File: src/rtl/pipe_adder_if.sv
// pipe_adder_if: valid/ready bundle carrying one addition request and its result.
//
// Parameters:
//   WIDTH : operand and sum width in bits.
// Signals:
//   a, b, cin, in_valid  : request side, driven by the master.
//   in_ready             : request accept, driven by the slave (the adder).
//   sum, cout, overflow  : result payload, driven by the slave.
//   out_valid            : result valid, driven by the slave.
//   out_ready            : result accept, driven by the master.
//   sub                  : subtract request, present only when PIPE_ADDER_SUB_EN is defined.
// Modports:
//   master : producer/consumer surrounding the adder.
//   slave  : the adder itself.
interface pipe_adder_if #(
  parameter int unsigned WIDTH = 32
);

  logic [WIDTH-1:0] a;
  logic [WIDTH-1:0] b;
  logic             cin;
  logic             in_valid;
  logic             in_ready;
  logic [WIDTH-1:0] sum;
  logic             cout;
  logic             overflow;
  logic             out_valid;
  logic             out_ready;
`ifdef PIPE_ADDER_SUB_EN
  logic             sub;
`endif

  modport master (
`ifdef PIPE_ADDER_SUB_EN
    output sub,
`endif
    output a, b, cin, in_valid, out_ready,
    input  in_ready, sum, cout, overflow, out_valid
  );

  modport slave (
`ifdef PIPE_ADDER_SUB_EN
    input  sub,
`endif
    input  a, b, cin, in_valid, out_ready,
    output in_ready, sum, cout, overflow, out_valid
  );

endinterface

File: src/rtl/pipe_adder.sv
// pipe_adder: pipelined WIDTH-bit two's-complement adder with valid/ready on both sides.
//
// The operands are split into STAGES equal chunks of C = WIDTH/STAGES bits. Stage k adds
// chunk k plus the carry registered by stage k-1, so the carry ripples register to register.
// One operation per cycle; the result of an op presented in cycle n is valid STAGES cycles
// later (the accept edge loads stage 0, each further edge moves it one stage on).
//
// Parameters:
//   WIDTH  : operand/sum width (default 32).
//   STAGES : pipeline depth, 1 <= STAGES <= WIDTH, WIDTH % STAGES == 0 (default 4).
// Ports:
//   clk    : clock, all state on the rising edge.
//   rst    : synchronous active-high reset; clears valids and the result registers.
//   bus_io : pipe_adder_if slave modport (a, b, cin, in_valid, in_ready, sum, cout,
//            overflow, out_valid, out_ready, and sub when enabled).
// Build option:
//   PIPE_ADDER_SUB_EN : adds bus_io.sub; sub = 1 computes a + ~b + 1 and ignores cin.
module pipe_adder #(
  parameter int unsigned WIDTH  = 32,
  parameter int unsigned STAGES = 4
) (
  input logic         clk,
  input logic         rst,
  pipe_adder_if.slave bus_io
);

  localparam int unsigned C  = WIDTH / STAGES;
  localparam int unsigned CW = C + 1;

  if (STAGES < 1 || STAGES > WIDTH || (WIDTH % STAGES) != 0) begin : g_param_check
    $error("pipe_adder: STAGES must divide WIDTH and lie in 1..WIDTH");
  end

  // Stage valids and handshake
  logic [STAGES-1:0] v_q;
  logic [STAGES-1:0] v_d;
  logic [STAGES-1:0] adv;
  logic              accept;

  // Stage payload: sum bits done so far, operands still to add, carries
  logic [WIDTH-1:0]  s_q [STAGES];
  logic [WIDTH-1:0]  a_q [STAGES];
  logic [WIDTH-1:0]  b_q [STAGES];
  logic [STAGES-1:0] carry_q;
  logic [STAGES-1:0] cmsb_q;

  // Stage 0 operand conditioning
  logic [WIDTH-1:0]  b_eff;
  logic              cin_eff;

`ifdef PIPE_ADDER_SUB_EN
  // a - b == a + ~b + 1; cin is ignored while subtracting.
  assign b_eff   = bus_io.sub ? ~bus_io.b : bus_io.b;
  assign cin_eff = bus_io.sub | bus_io.cin;
`else
  assign b_eff   = bus_io.b;
  assign cin_eff = bus_io.cin;
`endif

  // A stage moves on when anything downstream of it has room: an empty stage
  // further along, or the consumer taking the result this cycle.
  always_comb begin : p_adv
    logic room;
    room = bus_io.out_ready;
    adv  = '0;
    for (int k = int'(STAGES) - 1; k >= 0; k--) begin
      adv[k] = v_q[k] & room;
      room   = room | ~v_q[k];
    end
  end

  assign bus_io.in_ready = ~rst & (~v_q[0] | adv[0]);
  assign accept          = bus_io.in_valid & bus_io.in_ready;

  always_comb begin
    v_d = v_q;
    if (accept) begin
      v_d[0] = 1'b1;
    end else if (adv[0]) begin
      v_d[0] = 1'b0;
    end
    for (int k = 1; k < int'(STAGES); k++) begin
      if (adv[k-1]) begin
        v_d[k] = 1'b1;
      end else if (adv[k]) begin
        v_d[k] = 1'b0;
      end
    end
  end

  always_ff @(posedge clk) begin
    if (rst) begin
      v_q <= '0;
    end else begin
      v_q <= v_d;
    end
  end

  for (genvar k = 0; k < STAGES; k++) begin : g_stage
    logic [WIDTH-1:0] op_a;
    logic [WIDTH-1:0] op_b;
    logic [WIDTH-1:0] part;
    logic [WIDTH-1:0] s_d;
    logic             c_in;
    logic             load;
    logic [C:0]       chunk;

    if (k == 0) begin : g_head
      assign op_a = bus_io.a;
      assign op_b = b_eff;
      assign c_in = cin_eff;
      assign part = '0;
      assign load = accept;
    end else begin : g_body
      assign op_a = a_q[k-1];
      assign op_b = b_q[k-1];
      assign c_in = carry_q[k-1];
      assign part = s_q[k-1];
      assign load = adv[k-1];
    end

    assign chunk = {1'b0, op_a[k*C +: C]} + {1'b0, op_b[k*C +: C]} + CW'(c_in);

    always_comb begin
      s_d             = part;
      s_d[k*C +: C]   = chunk[C-1:0];
    end

    // Payload only moves on load; an emptied stage keeps stale data.
    always_ff @(posedge clk) begin
      if (rst) begin
        s_q[k]     <= '0;
        carry_q[k] <= 1'b0;
        cmsb_q[k]  <= 1'b0;
      end else if (load) begin
        s_q[k]     <= s_d;
        a_q[k]     <= op_a;
        b_q[k]     <= op_b;
        carry_q[k] <= chunk[C];
        // Carry into the chunk MSB recovered from its sum bit: s = a ^ b ^ c.
        cmsb_q[k]  <= chunk[C-1] ^ op_a[k*C + C - 1] ^ op_b[k*C + C - 1];
      end
    end
  end

  // Last-stage operand copies and non-final MSB carries have no reader.
  logic unused_tail;
  assign unused_tail = ^{a_q[STAGES-1], b_q[STAGES-1], cmsb_q};

  assign bus_io.out_valid = v_q[STAGES-1];
  assign bus_io.sum       = s_q[STAGES-1];
  assign bus_io.cout      = carry_q[STAGES-1];
  assign bus_io.overflow  = carry_q[STAGES-1] ^ cmsb_q[STAGES-1];

endmodule

File: src/flat_wrapper.sv
// flat-port wrapper written by rule: the top's interface ports become plain ports
module pipe_adder_flat 
#(
  parameter int unsigned WIDTH  = 32,
  parameter int unsigned STAGES = 4
)
  (clk, rst, bus_io_a, bus_io_b, bus_io_cin, bus_io_in_valid, bus_io_out_ready, bus_io_in_ready, bus_io_sum, bus_io_cout, bus_io_overflow, bus_io_out_valid);
  pipe_adder_if #(.WIDTH(WIDTH)) bus_io_i ();
  input logic clk;
  input logic rst;
  input wire logic [$bits(bus_io_i.a)-1:0] bus_io_a;
  input wire logic [$bits(bus_io_i.b)-1:0] bus_io_b;
  input wire logic [$bits(bus_io_i.cin)-1:0] bus_io_cin;
  input wire logic [$bits(bus_io_i.in_valid)-1:0] bus_io_in_valid;
  input wire logic [$bits(bus_io_i.out_ready)-1:0] bus_io_out_ready;
  output wire logic [$bits(bus_io_i.in_ready)-1:0] bus_io_in_ready;
  output wire logic [$bits(bus_io_i.sum)-1:0] bus_io_sum;
  output wire logic [$bits(bus_io_i.cout)-1:0] bus_io_cout;
  output wire logic [$bits(bus_io_i.overflow)-1:0] bus_io_overflow;
  output wire logic [$bits(bus_io_i.out_valid)-1:0] bus_io_out_valid;
  assign bus_io_i.a = bus_io_a;
  assign bus_io_i.b = bus_io_b;
  assign bus_io_i.cin = bus_io_cin;
  assign bus_io_i.in_valid = bus_io_in_valid;
  assign bus_io_i.out_ready = bus_io_out_ready;
  assign bus_io_in_ready = bus_io_i.in_ready;
  assign bus_io_sum = bus_io_i.sum;
  assign bus_io_cout = bus_io_i.cout;
  assign bus_io_overflow = bus_io_i.overflow;
  assign bus_io_out_valid = bus_io_i.out_valid;
  pipe_adder #(.WIDTH(WIDTH), .STAGES(STAGES)) u_core (.clk(clk), .rst(rst), .bus_io(bus_io_i));
endmodule
File: config.mk
export PLATFORM = sky130hd
export DESIGN_NAME = pipe_adder_flat
export DESIGN_NICKNAME = d
export VERILOG_FILES = /design/src/rtl/pipe_adder_if.sv /design/src/rtl/pipe_adder.sv /design/src/flat_wrapper.sv
export SDC_FILE = /design/constraint.sdc
export NUM_CORES = 1
export LEC_CHECK = 0
export ABC_CLOCK_PERIOD_IN_PS = 3100
export CORE_UTILIZATION = 40
export DETAILED_ROUTE_END_ITERATION = 12
export GPL_TIMING_DRIVEN = 0
export PLACE_DENSITY = 0.61
export SLEW_MARGIN = 20
export SYNTH_ARGS = -nofsm -noshare
export SYNTH_HDL_FRONTEND = slang
export SYNTH_SLANG_ARGS = --single-unit
File: constraint.sdc
create_clock -name clk -period 3.1 [get_ports clk]
set_input_delay 0.62 -clock clk [delete_from_list [all_inputs] [get_ports clk]]
set_output_delay 0.62 -clock clk [all_outputs]
set_load 0.01 [all_outputs]
==> results.cfg <==
[power_and_ir_drop]
p_per_area_nw_per_um2 = 584
total_power_uw = 5450
vdd_drop_max_uv = 425
p_leak_uw = 0.00341

[final_layout]
syn_to_final_growth_pct = 26.6
fin_util_pct = 51.8
fin_cells = 826
drive_gt1_share_pct = 7.71
layout_common_cells = edfxtp_1 (176), clkdlybuf4s50_1 (104), and2_1 (53), nor2_1 (40), ha_1 (28)
fin_nets = 689
fin_area_um2 = 9330
final_common_cell = edfxtp_1
n_antenna_cell = 0
fillers = 1510

[clock_network]
cts.repair.resized = 0
postCtsSetupBuffers = 0
cts_tree = built
cts-root-buf = clkbuf_16
clk_path_buf_depth = 2
cts.sinks = 185
clk_latency_ps = 430
clk_pin_slew_worst_paths_ps = 60
htree_levels = 4
cts_buffers = 17
ctsHoldBuffers = 0

[global_route]
overflow = 0
track_usage_pct = 13.2
first_global_vias = 3803
antenna_found_initial = 0
grt_max_degree = 42
grt_pass1_wl_mm = 18.4

[timing]
period_share_pct = 90.3
fmax_mhz = 357
finalCriticalPeriod_ps = 2800
setup_viol = 0
hold_viol = 0
finClkSkew_ps = 15.8
rsz0062_at_grt = false
worstMarginPinSlew_ps = 969
hold_slack_ps = 412
relSlewSlack_pct = 35.0
maxSlewViolCount = 0

[place]
dpl.hpwl_mm = 8.51
placed_area_um2 = 8720
place.gp.congestion = 0.746
dp_cells = 794
portBuffers = 104

[min_path]
hold_path_class = reg -> reg
whs_endpoint = u_core.b_q[2][27]
holdPathStages = 0
worstHoldStart = u_core.b_q[1][27]

[run_status]
status = finished clean

[critical_path]
cpLargestDelayFamily = buffers and inverters
crit_cells = 4
rrSetupSlack_ps = 560
crit_buf_inv = 2
critPathMostFrequentCell = clkdlybuf4s50_1
worstPathArrival_ps = 2180
required_ps = 2480
critPathSlowestCell = clkdlybuf4s50_1
path_cells = clkdlybuf4s50_1 -> and4b_4 -> a21oi_2 -> clkdlybuf4s50_1
worstPathMaxFanout = 4
ff2ff_path_depth = 8
max_stage_delay_ps = 580
worstReg2RegStart = u_core.a_q[2][24]
setup.worst_path.end_class = output pin
worstSetupPathType = in -> out
r2r-end = u_core.s_q[3][30]
startpoint_type = primary input

[drt]
drt_pass1_iterations = 4
wirelength_mm = 11.5
routed_via_density = 4.57
drt_iter0_markers = 206
vias = 3775
post_drt_wl_per_cell_um = 14.0
drcViolationCount = 0
antenna_left = 0

[floorplan]
initial_utilization_pct = 40.9
num_io_pins = 105
die-area_um2 = 19000
dieWidth_um = 138
die_y_um = 138
core-area_um2 = 18000
row_count = 49

[synthesis]
synth_edf_count = 176
synth-seq-area-share_pct = 74.2
yosys.area_share.simple_pct = 10.3
ys_async_sr_fraction_pct = 0
synthTopCellsByArea = edfxtp_1 (72%), ha_1 (4.8%), and2_1 (4.5%), dfxtp_1 (2.4%), fa_1 (2.2%)
synth_top_area_share_pct = 71.7
ys.flop_type = edfxtp_1
synth_compound_area_share_pct = 4.89
syn_nets = 565
synth_top_area_cell = edfxtp_1
syn_area_um2 = 7370
synth_mux_area_share_pct = 0.136
synth_area_per_cell_um2 = 16.0
synth-xor-area-share_pct = 2.02
yosys.cell_types.count = 41
synth-warning-count = 0
synth_top_family_by_area = simple AND/OR/NAND/NOR gates
synthAdderAreaFrac_pct = 6.93
netlist_instances = 460
synth-seq-cells = 185

[job]
maxCapViolCount = 0
-- layer usage --
metal | vias to the layer above | GRT usage [%] | part of all wire (%) | wire length [µm]
met1 | 1747 | 16.6 | 47 | 5400
met5 | - | 0 | 0 | 0
met3 | 12 | 3.53 | 4.2 | 481
met4 | 0 | 6.52 | 1.6 | 187
li1 | 1928 | - | - | -
met2 | 88 | 21.1 | 47 | 5470
-- registers in the layout, summed over array words and instances (netlist names) --
signal / count
u_core.s_q: 80
u_core.a_q: 48
u_core.b_q: 48
u_core.v_q: 4
u_core.g_stage.c_in: 3
u_core.bus_io.cout: 1
u_core.cmsb_q: 1
-- synth_stat cells, types with 9 or more instances --
cell type / count
edfxtp_1: 176
a21oi_1: 14
nor2_1: 40
ha_1: 28
inv_1: 13
nor3_1: 12
nand2_1: 9
dfxtp_1: 9
xnor2_1: 9
and2_1: 53
o21ai_0: 11
-- metrics by stage --
stage,setup WS [ps],setup TNS [ps]
after floorplan,451,0
after global placement,-503,-23920
after detailed placement,47.2,0
after CTS,311,0
after global routing,207,0
final,300,0
-- layout make-up --
cell class                      count  area (µm²)  area share [%]
Inverter                           15        56.3           0.603
Clock inverter                     13         169            1.81
Sequential cell                   185        5470            58.6
Multi-Input combinational cell    251        1790            19.2
Clock buffer                       19         443            4.75
Timing Repair Buffer              105        1060            11.4
Buffer                              9        58.8           0.630
Tap cell                          229         287            3.07
-- worst max-delay path by stage --
stage,startpoint,endpoint
2_1_floorplan,bus_io_out_ready,u_core.a_q[0][10]
3_3_place_gp,bus_io_out_ready,u_core.a_q[0][31]
3_5_place_dp,rst,u_core.s_q[2][22]
4_1_cts,bus_io_out_ready,bus_io_in_ready
5_1_grt,rst,u_core.s_q[3][23]
6_report,bus_io_out_ready,bus_io_in_ready
-- power by group --
group / internal [µW] / leakage (µW) / switching, µW
Clock: 1300 / 0.000298 / 889
Sequential: 2860 / 0.00181 / 32.9
Combinational: 194 / 0.00130 / 172
Total: 4350 / 0.00341 / 1090
-- logic make-up after synthesis --
kind of cell	count (synthesis)
muxes	1
xor gates and xnor gates	17
DFF	185
buffers and inverters	24
and+or+nand+nor	140
AOI/OAI and AO/OA	57
adders and majority gates	36
No activity file was read; power rests on OpenSTA's default activity.
